File: config.mk
export PLATFORM = sky130hd
export DESIGN_NAME = ti_share_gen
export DESIGN_NICKNAME = d
export VERILOG_FILES = /design/src/rtl/ti_sbox_pkg.sv /design/src/rtl/ti_lfsr16.sv /design/src/rtl/ti_share_gen.sv
export SDC_FILE = /design/constraint.sdc
export NUM_CORES = 1
export LEC_CHECK = 0
export ABC_AREA = 1
export CORE_MARGIN = 2
export CORE_UTILIZATION = 54
export CTS_BUF_LIST = sky130_fd_sc_hd__clkbuf_16
export DETAILED_ROUTE_END_ITERATION = 8
export GPL_TIMING_DRIVEN = 0
export HOLD_SLACK_MARGIN = 0.02
export MAX_ROUTING_LAYER = met4
export PLACE_DENSITY = 0.89
export SLEW_MARGIN = 10
export SYNTH_ARGS = -nofsm -noshare
export SYNTH_HDL_FRONTEND = slang
export SYNTH_SLANG_ARGS = --single-unit
File: constraint.sdc
create_clock -name clk -period 2.1 [get_ports clk]
set_clock_uncertainty 0.15 [all_clocks]
set_input_delay 0.42 -clock clk [delete_from_list [all_inputs] [get_ports clk]]
set_output_delay 0.42 -clock clk [all_outputs]
set_load 0.05 [all_outputs]
File: src/rtl/ti_sbox_pkg.sv
// Shared types and LFSR helpers for the threshold-implementation S-box input stage.
package ti_sbox_pkg;

  localparam logic [15:0] LFSR_POLY     = 16'hB400;
  localparam logic [15:0] LFSR_FALLBACK = 16'hACE1;

  typedef logic [7:0] share_t;

  typedef enum logic [1:0] {
    IDLE = 2'd0,
    MIX  = 2'd1,
    OUT  = 2'd2
  } share_gen_state_t;

  // An all-zero LFSR would never leave zero, so zero is mapped to the fallback value.
  function automatic logic [15:0] lfsr_sanitize(input logic [15:0] v);
    return (v == 16'h0000) ? LFSR_FALLBACK : v;
  endfunction

  function automatic logic [15:0] lfsr_next(input logic [15:0] cur);
    logic [15:0] nxt;
    nxt = (cur >> 1) ^ (cur[0] ? LFSR_POLY : 16'h0000);
    return lfsr_sanitize(nxt);
  endfunction

endpackage

File: src/rtl/ti_lfsr16.sv
// Free-running 16-bit Galois mask LFSR with zero-lock guard.
// Optional runtime seed load when TI_SHARE_SEED_LOAD_EN is defined.
module ti_lfsr16 #(
  parameter logic [15:0] SEED = 16'hACE1
) (
  input  logic        clk,
  input  logic        rst_n,
`ifdef TI_SHARE_SEED_LOAD_EN
  input  logic        seed_we,
  input  logic [15:0] seed_data,
`endif
  output logic [15:0] lfsr
);
  import ti_sbox_pkg::*;

  localparam logic [15:0] RESET_VAL = lfsr_sanitize(SEED);

  logic [15:0] lfsr_q;
  logic [15:0] lfsr_d;

  // Next LFSR value: a seed load overrides the regular step.
  always_comb begin
`ifdef TI_SHARE_SEED_LOAD_EN
    if (seed_we) begin
      lfsr_d = lfsr_sanitize(seed_data);
    end else begin
      lfsr_d = lfsr_next(lfsr_q);
    end
`else
    lfsr_d = lfsr_next(lfsr_q);
`endif
  end

  // LFSR state register; steps every cycle regardless of the consumer.
  always_ff @(posedge clk or negedge rst_n) begin
    if (!rst_n) begin
      lfsr_q <= RESET_VAL;
    end else begin
      lfsr_q <= lfsr_d;
    end
  end

  assign lfsr = lfsr_q;

endmodule

File: src/rtl/ti_share_gen.sv
// Splits a plaintext byte into three Boolean shares for the TI S-box core.
// Build option TI_SHARE_SEED_LOAD_EN adds the seed_we/seed_data LFSR load port.
module ti_share_gen #(
  parameter logic [15:0] SEED       = 16'hACE1,
  parameter int unsigned MIX_CYCLES = 8
) (
  input  logic        clk,
  input  logic        rst_n,
  input  logic        in_valid,
  input  logic [7:0]  in_data,
  output logic        in_ready,
  output logic        out_valid,
  input  logic        out_ready,
`ifdef TI_SHARE_SEED_LOAD_EN
  input  logic        seed_we,
  input  logic [15:0] seed_data,
`endif
  output logic [7:0]  share0,
  output logic [7:0]  share1,
  output logic [7:0]  share2
);
  import ti_sbox_pkg::*;

  localparam logic [7:0] MIX_LOAD = 8'(MIX_CYCLES - 1);

  logic [15:0]      lfsr_s;
  share_gen_state_t state_q, state_d;
  logic [7:0]       cnt_q, cnt_d;
  share_t           x_q, x_d;
  share_t           share0_q, share0_d;
  share_t           share1_q, share1_d;
  share_t           share2_q, share2_d;
  logic             in_ready_q, in_ready_d;
  logic             out_valid_q, out_valid_d;

  ti_lfsr16 #(
    .SEED (SEED)
  ) u_lfsr (
    .clk       (clk),
    .rst_n     (rst_n),
`ifdef TI_SHARE_SEED_LOAD_EN
    .seed_we   (seed_we),
    .seed_data (seed_data),
`endif
    .lfsr      (lfsr_s)
  );

  // FSM next state, mix counter, plaintext capture and share generation.
  always_comb begin
    state_d  = state_q;
    cnt_d    = cnt_q;
    x_d      = x_q;
    share0_d = share0_q;
    share1_d = share1_q;
    share2_d = share2_q;
    case (state_q)
      IDLE: begin
        if (in_valid && in_ready_q) begin
          x_d     = in_data;
          cnt_d   = MIX_LOAD;
          state_d = MIX;
        end else begin
          state_d = IDLE;
        end
      end
      MIX: begin
        // Shares are written only while out_valid is low, so a presented share never changes.
        if (cnt_q == 8'd0) begin
          share1_d = lfsr_s[7:0];
          share2_d = lfsr_s[15:8];
          share0_d = x_q ^ lfsr_s[7:0] ^ lfsr_s[15:8];
          state_d  = OUT;
        end else begin
          cnt_d = cnt_q - 8'd1;
        end
      end
      OUT: begin
        if (out_ready && out_valid_q) begin
          x_d     = 8'h00;
          state_d = IDLE;
        end else begin
          state_d = OUT;
        end
      end
      default: begin
        x_d     = 8'h00;
        cnt_d   = 8'h00;
        state_d = IDLE;
      end
    endcase
    in_ready_d  = (state_d == IDLE);
    out_valid_d = (state_d == OUT);
  end

  // State, datapath and handshake output registers.
  always_ff @(posedge clk or negedge rst_n) begin
    if (!rst_n) begin
      state_q     <= IDLE;
      cnt_q       <= 8'h00;
      x_q         <= 8'h00;
      share0_q    <= 8'h00;
      share1_q    <= 8'h00;
      share2_q    <= 8'h00;
      in_ready_q  <= 1'b1;
      out_valid_q <= 1'b0;
    end else begin
      state_q     <= state_d;
      cnt_q       <= cnt_d;
      x_q         <= x_d;
      share0_q    <= share0_d;
      share1_q    <= share1_d;
      share2_q    <= share2_d;
      in_ready_q  <= in_ready_d;
      out_valid_q <= out_valid_d;
    end
  end

  assign in_ready  = in_ready_q;
  assign out_valid = out_valid_q;
  assign share0    = share0_q;
  assign share1    = share1_q;
  assign share2    = share2_q;

endmodule

## Word level (Yosys, flattened, before mapping)

Cells that the tools add are included.

| storage, ports and cells | value |
|---|---|
| register bits | 60 |

| cells by class | value |
|---|---|
| add/sub/neg operators | 1 |
| equality and inequality tests | 6 |
| muxes and demuxes | 12 |
| bitwise gates (word level) | 5 |
| reductions and logical operators | 9 |

Operators with widths:

| operator | count |
|---|---|
| $pmux 8 s3 | 2 |
| $mux 16 | 2 |
| $mux 8 | 4 |
| $logic_not 16->1 | 1 |
| $xor 15x16->16 | 1 |
| $xor 8x8->8 | 2 |
| $logic_not 8->1 | 1 |
| $sub 8x1->8 const B | 1 |
| $ne 2x2->1 const B | 3 |
| $pmux 2 s3 | 1 |
| $reduce_and 3->1 | 2 |
| $eq 2x2->1 const B | 2 |
| $logic_not 2->1 | 2 |
| $mux 2 | 2 |
| $eq 2x1->1 const B | 1 |
| $logic_and 1x1->1 | 2 |
| $not 1->1 | 2 |
| $reduce_and 2->1 | 1 |
| $mux 1 | 1 |

## Logic depth before layout (Yosys ltp)

Gate-level depths: netlist of run 1.

| depth | value |
|---|---|
| word-level depth | 4 |
| depth in mapped cells | 9 |
| gate-level depth less buffers | 9 |

## Hierarchy

A second synthesis of run 1 with hierarchy kept.

| unflattened totals | value |
|---|---|
| cell total of the unflattened synthesis | 296 |
| area, all modules | 2661.3 um^2 |

By module, submodules not included:

| module | instances | cells an instance | area each (um^2) |
|---|---|---|---|
| ti_share_gen | 1 | 233 | 2043.2 |
| ti_lfsr16 | 1 | 63 | 618.1 |

## Worst setup path after synthesis of run 1

OpenSTA, ideal clock, no wires.

| timing path | value |
|---|---|
| path kind | register to register |
| start | reg cnt_q[0] |
| end | reg share0_q[0] (netlist: share0[0]) |
| setup time | 0.119 ns |
| arrival | 1.368 ns |
| slack | 0.463 ns |
| cell stages (with the launch flop) | 10 |
| clock period less this slack | 1.637 ns |
| cells stage by stage | dfrtp_1 -> inv_1 -> ha_1 -> nand3_1 -> nor2_4 -> nand2_2 -> buf_6 -> buf_6 -> nand2_2 -> o21ai_2 |

| between the ends | value |
|---|---|
| cells in the longest elaborated chain, start to end | 2 |

RTL lines:

| item | RTL line | source |
|---|---|---|
| from (decl) | ti_share_gen.sv:28 | `logic [7:0] cnt_q, cnt_d;` |
| from (signal assigned) | ti_share_gen.sv:108 | `cnt_q <= cnt_d;` |
| $logic_not 8->1 | ti_share_gen.sv:68 | `if (cnt_q == 8'd0) begin` |
| $reduce_and 2->1 (no source line) | - |  |
| to (signal assigned) | ti_share_gen.sv:110 | `share0_q <= share0_d;` |
| to (decl) | ti_share_gen.sv:30 | `share_t share0_q, share0_d;` |

No other way between the ends.
A chain may end at the register's enable or synchronous reset.

## Worst setup path in the final report of run 1

| timing path | value |
|---|---|
| start | reg share0_q[1] (netlist: share0[1]) |
| end | out share0[1] |

RTL lines:

| item | RTL line | source |
|---|---|---|
| to (decl) | ti_share_gen.sv:18 | `output logic [7:0] share0,` |

No word-level cell between the ends.

==> summary.txt, run 1 <==
Outcome
  • Status: finished with violations
  • Failing checks: hold timing

Global routing
  • Initial antenna violation count: 0
  • Gr ovfl total: 0
  • Largest net degree at the start of global routing: between 60 and 70
  • GR Util All Layers: a little under a quarter
  • First-pass GRT wire length: 9204 um
  • Number of global-route vias before repair: between 2,000 and 2,500

Logic synthesis
  • Complex-gate fraction of the synthesized area: between 9 and 10%
  • Mux share of post-synthesis cell area: 0%
  • Synth Area in XOR/XNOR: under 10%
  • Async S/R FF share, synth: 100.0%
  • Yosys warns: 0
  • Prevailing post-synth register cell: dfrtp_1
  • Largest family of logic cells by synthesized area: simple AND/OR/NAND/NOR gates
  • Adder-cell share of the synthesized area: less than 1%
  • Post-synth EDFFs: 0
  • Largest area contributor in the netlist: dfrtp_1
  • Synth Net Count: 293
  • Cells after Synth: ~280
  • Mapped Area: ~2700 um2
  • Distinct cells, synth: 23
  • Largest cells by area after synthesis: dfrtp_1 47%, dfstp_2 8.8%, nand2_1 8.2%
  • Post-Synth Simple-Gate Area: roughly 17%
  • Post-synth top area share: between 40% and 50%
  • Register area share after synthesis: roughly 56%
  • Synthesized flop and latch total: 60
  • Syn_area_per_cell: ~9.6 um2

Clock tree
  • # clock sinks: 60
  • Num CTS Buffers: 9
  • CTS tree: done
  • Max clock buf depth: 2
  • Clk slew on worst S/H paths: ~50 ps
  • CTS root buf: clkbuf_16
  • Clk_lat worst skew: ~330 ps
  • H-tree Lvls: 3

Die
  • Cell Rows: 25
  • Die ar.: about 5600 um2
  • IO Count: 38
  • Initial core utilization: between 50% and 60%
  • Core Area: about 4800 um2
  • Die outline width: between 70 and 80 um
  • Die height: approximately 75 um

Setup path
  • Critical path class: reg2out
  • Worst Path Arrival: ~1500 ps
  • Cell Chain, Critical Path: clkdlybuf4s50_1
  • CP max FO: 2
  • Slowest cell on the critical path: clkdlybuf4s50_1
  • CP required: 1530 ps
  • CP startpoint kind: register
  • CP Capture Type: output pin
  • CP delay by family, top: buffers and inverters
  • CP Buf/Inv Count: 1
  • Crit-path max cell delay: between 800 and 900 ps

Route
  • Vias per cell: between 5 and 6
  • Initial drt markers: around 120
  • Drt first pass iters: 4
  • Routed WL per cell: ~14 um
  • DRT Wirelength: 5419 um
  • Vias after detailed routing: about 2,000
  • DRC Markers: 0
  • Antenna-violating nets left: 0

Job
  • Max Cap Violations: 0

Cells and area
  • Layout cells sized above 1: between 15 and 20%
  • Nets: 341
  • Antenna diodes: 0
  • Area delta synth->final: 28.54%

Timing
  • Fin crit share: a little over nine tenths
  • Max Clk Rate: between 0.4 and 0.5 GHz
  • Fin. Hold Viols: 2
  • Slew headroom: about half
  • Final Worst Setup Slack: roughly 31 ps
  • Unrepaired setup endpoints after global routing: false
  • Min Tclk post-route: ~2100 ps
  • Sum Neg Setup Slack: 0 ps
  • Smallest hold slack: -2.808 ps
  • # setup viols final: 0
  • Final Max Tran Viols: 0
  • Worst slew pin tran: just over 700 ps

Placed design
  • Pre-CTS setup slack: ~100 ps
  • Final GP Congestion: 0.8773
  • HPWL Detailed: between 3000 and 4000 um
  • Buffers added on ports: 37

Power and ir drop
  • Pleak: ~1.7 nW
  • Worst vdd ir: 1.083 mV
  • Pwr per Cell Area: between 1500 and 2000 nW/um2

Hold path
  • Hold Crit Class: in2async
==> layer usage <==
| metal | vias to the layer above | wire length, um | track usage [%] |
|---|---|---|---|
| li1 | 979 | - | - |
| met1 | 997 | 2410 | 30.01 |
| met2 | 52 | 2641 | 35.69 |
| met3 | 14 | 260 | 6.640 |
| met4 | 0 | 106 | 10.12 |
| met5 | - | 0 | - |
==> power breakdown <==
part	internal, mW	leakage, nW	switching [mW]
Combinational	0.943	0.854	1.85
Sequential	1.56	0.728	0.277
Clock	0.922	0.146	0.530
==> path summary, 6_finish.rpt <==
check | from | endpoint | slack (ps) | cells past startpoint
setup / recovery | share0[1] | share0[1] | 30 | 1
hold / removal | rst_n | share0[0] | -3 | 1
setup reg to reg | cnt_q[0] | share0[5] | 240 | 9
hold reg to reg | share2[6] | share2[6] | 330 | 2
max in group asynchronous | rst_n | u_lfsr.lfsr[1] | 1320 | 1
min in group clk | share2[6] | share2[6] | 330 | 2
==> cells in the mapped netlist (2+ instances only) <==
cell	n
ha_1	2
o21ai_0	15
inv_1	32
o21ai_2	14
nand4_1	3
dfrtp_1	51
nand3_1	24
buf_4	2
nand2_2	5
xor2_1	14
clkbuf_1	8
dfstp_2	9
nor2_1	9
o21ai_1	8
nor2_4	2
xnor2_1	8
nor3_1	2
buf_2	2
a21oi_1	3
buf_6	5
nand2_1	59
==> layout make-up <==
type / count / area, um2
flip-flops and latches: 60 / 1513
fillers: 350 / 1300
multi-input cells: 170 / 943.4
repair buffers: 37 / 380.4
clock buffers: 9 / 225.2
inverters: 32 / 120.1
plain buffers: 17 / 111.4
well taps: 67 / 83.83
clock inverters: 7 / 77.57
==> timing repair <==
action | CTS | global route
gates resized for setup | 2 | 6
setup buffers | 0 | 0
setup endpoints to repair | 2 | 6
hold buffers | 0 | 0
==> layout by cell type (no fill, tap or decap), types with 3 or more instances in the layout <==
cell             synthesis  routed
nand2_1                 59      59
dfrtp_1                 51      51
inv_1                   32      32
clkdlybuf4s50_1          0      28
nand3_1                 24      24
o21ai_0                 15      15
xor2_1                  14      14
o21ai_2                 14      14
nor2_1                   9       9
clkbuf_16                0       9
dfstp_2                  9       9
clkbuf_1                 8       8
xnor2_1                  8       8
o21ai_1                  8       8
dlymetal6s2s_1           0       6
nand2_2                  5       5
buf_6                    5       5
clkinv_4                 0       4
nand4_1                  3       3
buf_4                    2       3
a21oi_1                  3       3
==> through the flow <==
step / area, um2 / utilization, % / std cells / total power [mW]
2_1_floorplan: 2688 / - / 279 / 3.835
3_3_place_gp: 3142 / 66.08 / 383 / 4.566
3_5_place_dp: 3139 / 66.03 / 383 / 4.656
4_1_cts: 3440 / 72.34 / 399 / 6.134
5_1_grt: 3455 / 72.66 / 399 / 6.446
6_report: 3455 / 72.66 / 399 / 6.087
==> sequential cells by signal, indices dropped and copies added, names as in the netlist <==
register     count
u_lfsr.lfsr     16
cnt_q            8
share0           8
share1           8
share2           8
x_q              8
state_q          2
in_ready         1
out_valid        1
==> cells by family after synthesis <==
family                   Yosys count
adder cells (fa/ha/maj)            2
AO/OA/AOI/OAI                     41
buffers and inverters             49
AND/OR/NAND/NOR                  105
XOR/XNOR                          22
flip-flops                        60
Note: power is estimated with default switching activity, not from simulation.
==> inputs of run 2 (changes only) <==
--- a/config.mk
+++ b/config.mk
@@ -14,6 +14,7 @@
 export HOLD_SLACK_MARGIN = 0.02
 export MAX_ROUTING_LAYER = met4
 export PLACE_DENSITY = 0.89
+export SKIP_LAST_GASP = 1
 export SLEW_MARGIN = 10
 export SYNTH_ARGS = -nofsm -noshare
 export SYNTH_HDL_FRONTEND = slang
==> constraint.sdc (replaced) <==
create_clock -name clk -period 2.02 [get_ports clk]
set_clock_uncertainty 0.15 [all_clocks]
set_input_delay 0.404 -clock clk [delete_from_list [all_inputs] [get_ports clk]]
set_output_delay 0.404 -clock clk [all_outputs]
set_load 0.05 [all_outputs]
==> summary.txt, run 2 (same netlist as run 1, synthesis figures left out) <==
Outcome
  • Status: completed (was finished with violations)

Power and ir drop
  • Pleak: 1.719 nW (was 1.728 nW)
  • Pwr per Cell Area: 1804 nW/um2 (was 1762 nW/um2)
  • Worst vdd ir: 1.088 mV (was 1.083 mV)
  • PnR Total Power: 6.170 mW (was 6.087 mW)

Route
  • Vias per cell: 5.133 (was 5.118)
  • Antenna-violating nets left: 0 (unchanged)
  • Routed WL per cell: 13.46 um (was 13.58 um)
  • Drt first pass iters: 4 (unchanged)
  • Vias after detailed routing: 2,053 (was 2,042)
  • DRC Markers: 0 (unchanged)
  • Initial drt markers: 111 (was 119)
  • DRT Wirelength: 5382 um (was 5419 um)

Placed design
  • DP Area: 3139 um2 (unchanged)
  • Pre-CTS setup slack: 40.01 ps (was 104.0 ps)
  • Final GP Congestion: 0.8773 (unchanged)
  • Buffers added on ports: 37 (unchanged)
  • HPWL Detailed: 3678 um (unchanged)

Clock tree
  • Clk slew on worst S/H paths: 60 ps (was 50 ps)
  • CTS root buf: clkbuf_16 (unchanged)
  • Postcts setup bufs: 0 (unchanged)
  • CTS tree: done (unchanged)
  • # clock sinks: 60 (unchanged)
  • Clk_lat worst skew: 330 ps (about the same)
  • Max clock buf depth: 2 (unchanged)
  • Num CTS Buffers: 9 (unchanged)
  • H-tree Lvls: 3 (unchanged)

Global routing
  • Number of global-route vias before repair: 2,027 (was 2,017)
  • GR Util All Layers: 23.75% (was 23.64%)
  • First-pass GRT wire length: 9239 um (was 9204 um)
  • Initial antenna violation count: 0 (unchanged)
  • Largest net degree at the start of global routing: 61 (unchanged)
  • Gr ovfl total: 0 (unchanged)

Hold path
  • Hold Crit Class: reg2reg (was in2async)

Timing
  • Fin crit share: between 90% and 100%
  • Max Clk Rate: between 0.5 and 0.6 GHz
  • Final Worst Setup Slack: 81.74 ps (was 31.22 ps)
  • Worst slew pin tran: 724.4 ps (was 720.1 ps)
  • Min Tclk post-route: just under 2000 ps
  • Final Max Tran Viols: 0 (unchanged)
  • Fin. Hold Viols: 0 (was 2)
  • Unrepaired setup endpoints after global routing: false (unchanged)
  • # setup viols final: 0 (unchanged)
  • Slew headroom: 51.71% (was 51.99%)

Setup path
  • Slowest cell on the critical path: dfstp_2 (was clkdlybuf4s50_1)
  • Crit-path max cell delay: 540 ps (was 810 ps)
  • Critical path class: reg2out (unchanged)
  • CP Buf/Inv Count: 1 (unchanged)
  • CP startpoint kind: register (unchanged)
  • CP required: 1470 ps (was 1530 ps)
  • CP Capture Type: output pin (unchanged)
  • CP delay by family, top: flip-flops (was buffers and inverters)
  • Cell Chain, Critical Path: dlygate4sd2_1 (was clkdlybuf4s50_1)
  • Worst Path Arrival: 1380 ps (was 1500 ps)
  • CP max FO: 3 (was 2)

Die
  • Die outline width: 74.55 um (unchanged)
  • Die ar.: 5557 um2 (unchanged)
  • IO Count: 38 (unchanged)
  • Core Area: 4755 um2 (unchanged)
  • Cell Rows: 25 (unchanged)
  • Die height: 74.55 um (unchanged)
  • Initial core utilization: 56.53% (unchanged)

Job
  • Max Cap Violations: 0 (unchanged)

Cells and area
  • Commonest non-fill, non-tap cells in the layout: 59 x nand2_1, 51 x dfrtp_1, 32 x inv_1 (unchanged)
  • Nets: 342 (was 341)
  • Antenna diodes: 0 (unchanged)
  • Most common cell after layout, fill and taps aside: nand2_1 (unchanged)
  • Area delta synth->final: 27.23% (was 28.54%)
  • Final Cell Area: 3420 um2 (was 3455 um2)
  • Layout cells sized above 1: 17.42% (was 17.47%)
  • Number of flip-flops in the largest register: 16 (unchanged)
[run 2: changes by cell type in the layout (fill, tap and decap cells not counted), sizes merged]
cell           delta
dlygate4sd2      +24
clkdlybuf4s50    -18
dlymetal6s2s      -6
dlygate4sd3       +1
[run 2: what timing repair did]
action	CTS	global route
endpoints found under the setup margin	26	0
hold endpoints to repair	46	0
hold buffers	1	0
resized for setup	26	0
[run 2: cell type report]
| class | instances | area [um2] |
|---|---|---|
| buffer | 17 | 111.4 |
| clock buffer | 9 | 225.2 |
| inverter | 32 | 120.1 |
| clock inverter | 7 | 77.57 |
| sequential | 60 | 1513 |
| timing repair buffer | 38 | 345.3 |
| fill | 356 | 1335 |
| multi-input combinational | 170 | 943.4 |
| tap | 67 | 83.83 |
[run 2: per-stage QoR]
step	util, %	setup TNS [ps]	std cells	hold slack, ps
finish	71.92	0	400	325.3
global route	71.92	0	400	350.1
CTS	71.92	0	400	326.8
detailed placement	66.03	0	383	317.6
global placement	66.08	-77030	383	308.0
floorplan	-	0	279	-41.59
[run 2: worst paths after layout]
kind | to | from | cells after the start | slack, ps
setup reg to reg | share0[5] | cnt_q[0] | 9 | 160
max in group asynchronous | cnt_q[4] | rst_n | 2 | 700
hold reg to reg | share2[7] | share2[7] | 2 | 330
min in group asynchronous | share0[0] | rst_n | 2 | 530
setup / recovery | in_ready | in_ready | 1 | 80
hold / removal | share2[7] | share2[7] | 2 | 330
[run 2: layer usage]
| metal | share of wire (%) | vias up | track usage [%] | wire, um |
|---|---|---|---|---|
| met1 | 45 | 1008 | 30.10 | 2446 |
| met2 | 48 | 50 | 35.99 | 2592 |
| met3 | 4.5 | 13 | 6.640 | 242 |
| li1 | - | 982 | - | - |
| met4 | 1.9 | 0 | 10.12 | 101 |
| met5 | 0 | - | - | 0 |
[run 2: where the power goes]
part	switching (mW)	internal (mW)
logic	1.93	0.829
clock network	0.553	0.958
registers	0.279	1.62
==> inputs of run 3 (changes only) <==
--- a/config.mk
+++ b/config.mk
@@ -9,11 +9,12 @@
 export CORE_MARGIN = 2
 export CORE_UTILIZATION = 54
 export CTS_BUF_LIST = sky130_fd_sc_hd__clkbuf_16
+export CTS_CLUSTER_DIAMETER = 80
 export DETAILED_ROUTE_END_ITERATION = 8
 export GPL_TIMING_DRIVEN = 0
 export HOLD_SLACK_MARGIN = 0.02
 export MAX_ROUTING_LAYER = met4
-export PLACE_DENSITY = 0.89
+export PLACE_DENSITY = 0.8
 export SKIP_LAST_GASP = 1
 export SLEW_MARGIN = 10
 export SYNTH_ARGS = -nofsm -noshare
==> summary.txt, run 3 (same netlist as run 1, synthesis figures left out) <==
Timing
  • Smallest hold slack: -6.837 ps (was 325.3 ps)
  • Sum Neg Setup Slack: 0 ps (unchanged)
  • Max Clk Rate: 0.5156 GHz (was 0.5159 GHz)
  • Fin crit share: 96.01% (was 95.95%)
  • Final Max Tran Viols: 0 (unchanged)
  • Slew headroom: 51.33% (was 51.71%)
  • Unrepaired setup endpoints after global routing: false (unchanged)
  • Fin. Hold Viols: 12 (was 0)
  • # setup viols final: 0 (unchanged)
  • Final Worst Setup Slack: 80.66 ps (was 81.74 ps)
  • Min Tclk post-route: 1939 ps (was 1938 ps)
  • Worst slew pin tran: 730.0 ps (was 724.4 ps)

Die
  • Die outline width: 74.55 um (unchanged)
  • IO Count: 38 (unchanged)
  • Initial core utilization: 56.53% (unchanged)
  • Die ar.: 5557 um2 (unchanged)
  • Die height: 74.55 um (unchanged)
  • Core Area: 4755 um2 (unchanged)
  • Cell Rows: 25 (unchanged)

Route
  • DRT Wirelength: 5433 um (was 5382 um)
  • Routed WL per cell: 13.62 um (was 13.46 um)
  • Vias after detailed routing: 1,975 (was 2,053)
  • Vias per cell: 4.950 (was 5.133)
  • Antenna-violating nets left: 0 (unchanged)
  • Initial drt markers: 166 (was 111)
  • DRC Markers: 0 (unchanged)
  • Drt first pass iters: 4 (unchanged)

Clock tree
  • Postcts setup bufs: 0 (unchanged)
  • H-tree Lvls: 3 (unchanged)
  • Clk slew on worst S/H paths: 50 ps (was 60 ps)
  • Num CTS Buffers: 9 (unchanged)
  • # clock sinks: 60 (unchanged)
  • CTS tree: done (unchanged)
  • CTS root buf: clkbuf_16 (unchanged)
  • Max clock buf depth: 2 (unchanged)
  • Clk_lat worst skew: 320 ps (was 330 ps)

Global routing
  • GR Util All Layers: 23.03% (was 23.75%)
  • Met1 Use GR: 30.81% (was 30.10%)
  • Largest net degree at the start of global routing: 61 (unchanged)
  • Met2 Use GR: 33.53% (was 35.99%)
  • Routing usage on met3: 4.336% (was 6.640%)
  • Gr ovfl total: 0 (unchanged)
  • Most crowded layer after global routing: met2 (unchanged)
  • Number of global-route vias before repair: 1,822 (was 2,027)
  • Initial antenna violation count: 0 (unchanged)
  • First-pass GRT wire length: 8935 um (was 9239 um)

Setup path
  • Worst Setup SP: in_ready (unchanged)
  • Critical R2R Launch: cnt_q[0] (unchanged)
  • CP Capture Type: output pin (unchanged)
  • Worst Path Arrival: 1390 ps (was 1380 ps)
  • CP required: 1470 ps (about the same)
  • CP delay by family, top: flip-flops (unchanged)
  • CP startpoint kind: register (unchanged)
  • Crit. path cell count: 1 (unchanged)
  • Slowest cell on the critical path: dfstp_2 (unchanged)
  • Cell Chain, Critical Path: dlygate4sd2_1 (unchanged)
  • CP Buf/Inv Count: 1 (unchanged)
  • Reg-to-reg slack, setup: 200 ps (was 160 ps)
  • Crit path to: in_ready (unchanged)
  • Critical path class: reg2out (unchanged)
  • Worst r2r path cells: 9 (unchanged)
  • Crit-path max cell delay: 540 ps (about the same)
  • CP max FO: 3 (unchanged)
  • Critical R2R Capture: share0[0] (was share0[5])

Job
  • Max Cap Violations: 0 (unchanged)

Cells and area
  • Layout cells sized above 1: 15.96% (was 17.42%)
  • Nets: 341 (was 342)
  • Multi-input logic area: 943.4 um2 (unchanged)
  • Commonest non-fill, non-tap cells in the layout: 59 x nand2_1, 51 x dfrtp_1, 36 x inv_1 (was 59 x nand2_1, 51 x dfrtp_1, 32 x inv_1)
  • Most common cell after layout, fill and taps aside: nand2_1 (unchanged)
  • Area delta synth->final: 26.54% (was 27.23%)
  • Layout fillers: 385 (was 356)
  • Number of flip-flops in the largest register: 16 (unchanged)
  • Antenna diodes: 0 (unchanged)
  • Sequential Area: 1513 um2 (unchanged)

Placed design
  • Pre-CTS setup slack: 7.081 ps (was 40.01 ps)
  • HPWL Detailed: 3571 um (was 3678 um)
  • Final GP Congestion: 0.8958 (was 0.8773)
  • Buffers added on ports: 37 (unchanged)

Power and ir drop
  • Pleak: 1.759 nW (was 1.719 nW)
  • Pwr per Cell Area: 1796 nW/um2 (was 1804 nW/um2)
  • Worst vdd ir: 1.003 mV (was 1.088 mV)

Hold path
  • Hold Crit Class: in2async (was reg2reg)

Outcome
  • Status: finished with violations (was completed)
  • Failing checks: hold timing
## run 3: stage by stage
| step | instance area (um2) | hold slack [ps] | power, mW | std cells | util, % |
|---|---|---|---|---|---|
| 2_1_floorplan | 2688 | -41.59 | 3.987 | 279 | - |
| 3_3_place_gp | 3142 | 310.1 | 4.767 | 383 | 66.08 |
| 3_5_place_dp | 3139 | 317.4 | 4.835 | 383 | 66.03 |
| 4_1_cts | 3391 | 25.82 | 6.151 | 399 | 71.32 |
| 5_1_grt | 3401 | 66.20 | 6.472 | 399 | 71.53 |
| 6_report | 3401 | -6.837 | 6.109 | 399 | 71.53 |
## run 3: final cells by class
cell class / count / area share [%]
sequential: 60 / 44.48
multi-input combinational: 170 / 27.74
timing repair buffer: 37 / 10.30
clock buffer: 9 / 6.623
inverter: 32 / 3.532
buffer: 17 / 3.274
tap: 67 / 2.465
clock inverter: 7 / 1.582
## run 3: worst min-delay path by stage
| stage | end | slack, ps | start |
|---|---|---|---|
| final | x_q[2] | -7 | rst_n |
| after detailed placement | share1[2] | 320 | share1[2] |
| after global placement | share1[2] | 310 | share1[2] |
| after global routing | share0[7] | 70 | rst_n |
| after CTS | share0[1] | 30 | rst_n |
| after floorplan | cnt_q[0] | -40 | rst_n |
## run 3: per-layer routing
| metal | vias to the layer above | wire [um] |
|---|---|---|
| li1 | 976 | - |
| met1 | 946 | 2532 |
| met2 | 45 | 2612 |
| met3 | 8 | 216 |
| met4 | 0 | 71 |
| met5 | - | 0 |
## run 3: repair_timing
| action | in CTS | in global routing |
|---|---|---|
| endpoints found under the setup margin | 22 | 4 |
| resized for setup | 22 | 4 |
| endpoints found under the hold margin | 0 | 0 |
| hold buffers | 0 | 0 |
## run 3: power by group
part | leakage, nW | switching (mW) | internal (mW)
Sequential | 0.728 | 0.274 | 1.62
Combinational | 0.879 | 1.93 | 0.854
Clock | 0.152 | 0.505 | 0.928
Total | 1.76 | 2.71 | 3.40
==> RTL edit 1, RTL diff (config.mk and constraints of run 1) <==
Build with the macro `TI_SHARE_SEED_LOAD_EN` defined.
--- a/src/rtl/ti_lfsr16.sv
+++ b/src/rtl/ti_lfsr16.sv
@@ -1,5 +1,7 @@
 // Free-running 16-bit Galois mask LFSR with zero-lock guard.
 // Optional runtime seed load when TI_SHARE_SEED_LOAD_EN is defined.
+`define TI_SHARE_SEED_LOAD_EN
+
 module ti_lfsr16 #(
   parameter logic [15:0] SEED = 16'hACE1
 ) (
Interface: changed (added seed_data and seed_we); port bits go from 38 to 55. The function was not compared with the original's and may differ.
==> RTL edit 1 against run 1 <==
  * Synthesized area increased by 8.9%
  * Design area increased by 10%
  * Fmax about the same
  * Count of clock-buffer cells in the layout unchanged
  * Combinational power decreased by 2%
  * Via count increased by 24%
  * Sequential cell count unchanged
  * Highest routed layer unchanged
  * Total power decreased by 4.6%
  * Non-clock buffer count increased by 10
  * Setup slack improved by 0.0020 ns
  * Largest cell class unchanged
  * Wire length increased by 26%
==> RTL edit 1: results (changes against run 1) <==
Power and ir drop
  • Maximum VDD drop: 0.902 mV (-17%)
  • Net Sw Frac: 0.442 (+0.00441)
  • Lkg Pwr: 1.85 nW (+7.0%)

Global routing
  • Vias in the first global route: 2,513 (+25%)
  • Initial antenna violation count: 0 (unchanged)
  • First-pass GRT wire length: 11.6 mm (+25%)
  • Gr usage total: 0.256 (+0.0196)

Setup path
  • Largest fanout on the critical path: 2 (unchanged)
  • Max incr delay on CP: between 0.8 and 0.9 ns
  • Reg-to-reg slack, setup: 0.38 ns (+0.14 ns)

Synth
  • Synth top cells by count: nand2_1 (106), dfrtp_1 (51), nor2_1 (41)
  • Synth Net Count: 392 (+34%)
  • Adder-Cell Fraction of Synth Area: 0.00855 (-0.000760)
  • Synth warnings: 0 (unchanged)
  • Mux cell area share after synthesis: 0 (unchanged)
  • Complex-gate fraction of the synthesized area: 0.0859 (-0.0114)
  • Synth area leaders: dfrtp_1 (44%), nand2_1 (14%), dfstp_2 (8.1%)
  • Post-synth top flop: dfrtp_1
  • Ys async rst share: 1.00 (unchanged)
  • Register area share after synthesis: 0.517 (-0.0460)
  • Synth Area per Inst: 8.11 um2 (-16%)
  • Synth cell types: 24 (+4.3%)
  • Post-synthesis xor/xnor area fraction: 0.0628 (-0.00885)

Cells and area
  • Largest register FFs: 16 (unchanged)
  • Nets: 456 (+34%)
  • Layout Cells excl Fill: 500 (+25%)
  • Fillers: 363 (+3.7%)
  • Share of layout cells above drive strength 1: 0.0977 (-0.0770)

Route
  • Vias per cell: 5.06 (-1.1%)
  • DR iter-0 viols: 142 (+19%)
  • Detailed-route wire length per cell: 13.7 um (+0.65%)
  • Metal3 WL: 349 um (+34%)
  • Met1 Routed Length: 2.94 mm (+22%)
  • DR WL met2: 3.33 mm (+26%)
  • TritonRoute pass-1 iters: 5 (+1)

Placed design
  • Post-DP HPWL: 4.84 mm (+32%)
  • Placed Instances: 484 (+26%)
  • Dpl ws: 0.0560 ns (-0.0480 ns)
  • Port bufs: 53 (+43%)
  • Post-DP Area: 3540 um2 (+13%)
  • Final GP Congestion: 0.890 (+1.4%)

STA
  • Tmin final: 2.07 ns (-0.00203 ns)
  • Worst-Margin Slew: 0.728 ns (+0.00771 ns)
  • Hold_ws: 0.00550 ns (+0.00830 ns)

Status
  • Run status: finished, final reports clean

Min path
  • Hold WC Path Type: in -> async

Clock network
  • CTS Buf Count: 9 (unchanged)
  • CTS H-tree lvls: 3 (unchanged)
-- RTL edit 1: changes by cell type after synthesis, moves of 4 or more --
cell      change
nor2_1       +32
nand2_2       -4
nand2_1      +47
o21ai_2      -14
inv_2         +6
clkbuf_1      -4
o21ai_1      +26
-- RTL edit 1: worst paths after layout --
path                        endpoint       from
max                        share2[4]  share2[4]
min                        share0[5]      rst_n
max reg2reg                 cnt_q[1]   cnt_q[0]
min reg2reg                share2[6]  share2[6]
max in group asynchronous  share2[5]      rst_n
min in group clk           share2[6]  share2[6]
-- RTL edit 1: logic make-up (layout without fill, tap and decap cells) --
group,count (synthesis),count (layout)
AO/OA/AOI/OAI,48,48
XOR/XNOR,21,21
adder cells (fa/ha/maj),2,2
buffers and inverters,52,121
flip-flops,60,60
AND/OR/NAND/NOR,178,178
-- RTL edit 1: metal layers --
metal  vias up  track usage
met4         0        0.132
met3        20       0.0407
li1       1250            -
met1      1168        0.312
met5         -            -
met2        93        0.413
-- RTL edit 1: power groups by stage --
stage	combinational [W]	sequential [W]	clock, W
floorplan	0.00118	0.00254	0
global placement	0.00265	0.00182	0
detailed placement	0.00273	0.00183	0
CTS	0.00275	0.00183	0.00126
global route	0.00298	0.00188	0.00132
finish	0.00274	0.00183	0.00125
-- RTL edit 1: layout make-up --
class	instances	area, um2	area share
sequential	60	1510	0.398
timing repair buffer	53	534	0.141
clock inverter	7	27.5	0.00724
multi-input combinational	249	1190	0.314
clock buffer	9	225	0.0592
inverter	41	154	0.0405
buffer	11	65.1	0.0171
tap	70	87.6	0.0230
-- RTL edit 1: what timing repair did --
item	4_1_cts	5_1_grt
gates resized for setup	1	3
pin swaps	0	0
endpoints found under the setup margin	1	3
gates cloned	0	0
hold endpoints to repair	0	0
==> RTL edit 2, RTL diff (flow settings as in run 1) <==
Without the edit above. Encoding of `share_gen_state_t`: now one-hot (3 bits for 3 states).
--- a/src/rtl/ti_sbox_pkg.sv
+++ b/src/rtl/ti_sbox_pkg.sv
@@ -6,10 +6,10 @@
 
   typedef logic [7:0] share_t;
 
-  typedef enum logic [1:0] {
-    IDLE = 2'd0,
-    MIX  = 2'd1,
-    OUT  = 2'd2
+  typedef enum logic [2:0] {
+    IDLE = 3'b001,
+    MIX  = 3'b010,
+    OUT  = 3'b100
   } share_gen_state_t;
 
   // An all-zero LFSR would never leave zero, so zero is mapped to the fallback value.
Behaviour: same outputs for any inputs over 10 cycles, from zero or initial values and one cycle with rst_n low; not proved beyond that.
==> RTL edit 2 against run 1 <==
  * Total power down 17%
  * Wire length rose by 0.41%
  * Sequential cell count grew 1
  * First-iteration DRC count up 25%
  * Design area fell by 1.7%
  * Setup slack lost 0.017 ns
  * Non-clock buffer count shrank 2
  * Synthesized area decreased by 0.19%
  * Critical path type unchanged
  * Largest power group unchanged
==> RTL edit 2: results (changes against run 1) <==
Status
  • Run status: finished, final reports clean

Global routing
  • Initial antenna violation count: 0 (unchanged)
  • GR Layer Usage met1: 0.307 (+0.00651)
  • Gr usage total: 0.230 (-0.00595)
  • First-pass GRT wire length: 9.09 mm (-1.2%)
  • Vias in the first global route: 1,963 (-2.7%)
  • GRT overflow: 0 (unchanged)
  • GR Layer Usage met3: 0.0637 (-0.00271)
  • Largest net degree at the start of global routing: 62 (+1.6%)
  • GR met2 Demand/Resource: 0.339 (-0.0177)

Synth
  • Synth area leaders: dfrtp_1 (48%), nand2_1 (11%), dfstp_2 (9.8%)
  • Synth Net Count: 300 (+2.4%)
  • Synth cell types: 27 (+17%)
  • Synth warnings: 0 (unchanged)
  • Register area share after synthesis: 0.574 (+0.0108)
  • Synth top cells by count: nand2_1 (79), dfrtp_1 (51), nand3_1 (27)
  • Ys async rst share: 1.00 (unchanged)

Cells and area
  • Share of layout cells above drive strength 1: 0.124 (-0.0504)
  • Final instance area: 3400 um2 (-1.7%)
  • Nets: 348 (+2.1%)
  • Largest register FFs: 16 (unchanged)
  • # diodes: 0 (unchanged)

Clock network
  • Clock buffer depth: 2 (unchanged)
  • Cts repair resizes: 1 (-1)
  • CTS root buf: clkbuf_16
  • Clk pin slew, worst setup/hold paths: 0.05 ns (about the same)
  • Clock insertion delay at the later pin of the skew report: between 0.3 and 0.4 ns
  • Number of setup buffers added after CTS: 0 (unchanged)
  • CTS Buf Count: 9 (unchanged)
  • CTS H-tree lvls: 3 (unchanged)

Placed design
  • Dpl ws: -0.0390 ns (-0.143 ns)
  • Port bufs: 37 (unchanged)
  • Post-DP HPWL: 3.70 mm (+0.64%)
  • Final GP Congestion: 0.892 (+1.7%)
  • Post-DP Area: 3130 um2 (-0.16%)

Min path
  • Hold WC Path Type: in -> async

STA
  • Slew headroom: 0.515 (-0.00539)

Route
  • Vias per cell: 5.13 (+0.21%)
  • Detailed-route wire length per cell: 13.4 um (-1.1%)
  • DR iter-0 viols: 149 (+25%)
  • TritonRoute pass-1 iters: 4 (unchanged)

Setup path
  • Largest fanout on the critical path: 2 (unchanged)
  • Max stage delay cell, worst path: clkdlybuf4s50_1
  • Max incr delay on CP: slightly above 0.8 ns
  • Worst endpoint data arrival time: 1.52 ns (+0.02 ns)
  • Delay-heaviest family, CP: buffers and inverters

Power and ir drop
  • Lkg Pwr: 1.70 nW (-1.7%)
  • Maximum VDD drop: 0.803 mV (-26%)
RTL edit 2: cell types whose count changed after synthesis, moves of 3 or more:
cell / before / now
nand2_1: 59 / 79
nand3_1: 24 / 27
nand2_2: 5 / 1
o21ai_2: 14 / 3
inv_1: 32 / 26
RTL edit 2: cell families (layout without fill, tap and decap cells):
logic type                 count (synthesis)  count (layout)  synth area share
DFF                                       61              61             0.574
and+or+nand+nor                          129             129             0.216
AOI/OAI and AO/OA                         31              31            0.0625
buffers and inverters                     43              95            0.0732
adders and majority gates                  2               2           0.00933
xor gates and xnor gates                  20              20            0.0653
RTL edit 2: final timing paths:
kind	from	end	slack (ns)	depth (start not counted)
setup / recovery	share0[0]	share0[0]	0.01	1
hold / removal	rst_n	state_q[1]	0.007	1
setup reg to reg	cnt_q[0]	share0[0]	0.25	9
hold reg to reg	share1[2]	share1[2]	0.32	2
max in group asynchronous	rst_n	x_q[6]	1.31	1
min in group clk	share1[2]	share1[2]	0.32	2
RTL edit 2: routing by layer:
metal	wire (um)	share of wire	vias up
met1	2500	0.46	1012
li1	-	-	998
met4	74	0.014	0
met5	0	0	-
met3	211	0.039	7
met2	2660	0.49	60
RTL edit 2: power by group:
part	internal, W	switching (W)	leakage (nW)
Clock	0.000776	0.000484	0.126
Sequential	0.00151	0.000225	0.764
Combinational	0.000675	0.00138	0.810
Total	0.00296	0.00209	1.70
RTL edit 2: area by class of cell:
class | count | area (um2)
Clock inverter | 6 | 32.5
Sequential cell | 61 | 1540
Clock buffer | 9 | 225
Inverter | 28 | 105
Fill cell | 344 | 1360
Tap cell | 67 | 83.8
Timing Repair Buffer | 37 | 372
Buffer | 15 | 91.3
Multi-Input combinational cell | 182 | 947
RTL edit 2: stage by stage:
step                      instances  power (W)
after floorplan                 286    0.00315
after global placement          390    0.00373
after detailed placement        390    0.00380
after CTS                       405    0.00507
after global routing            405    0.00533
final                           405    0.00505
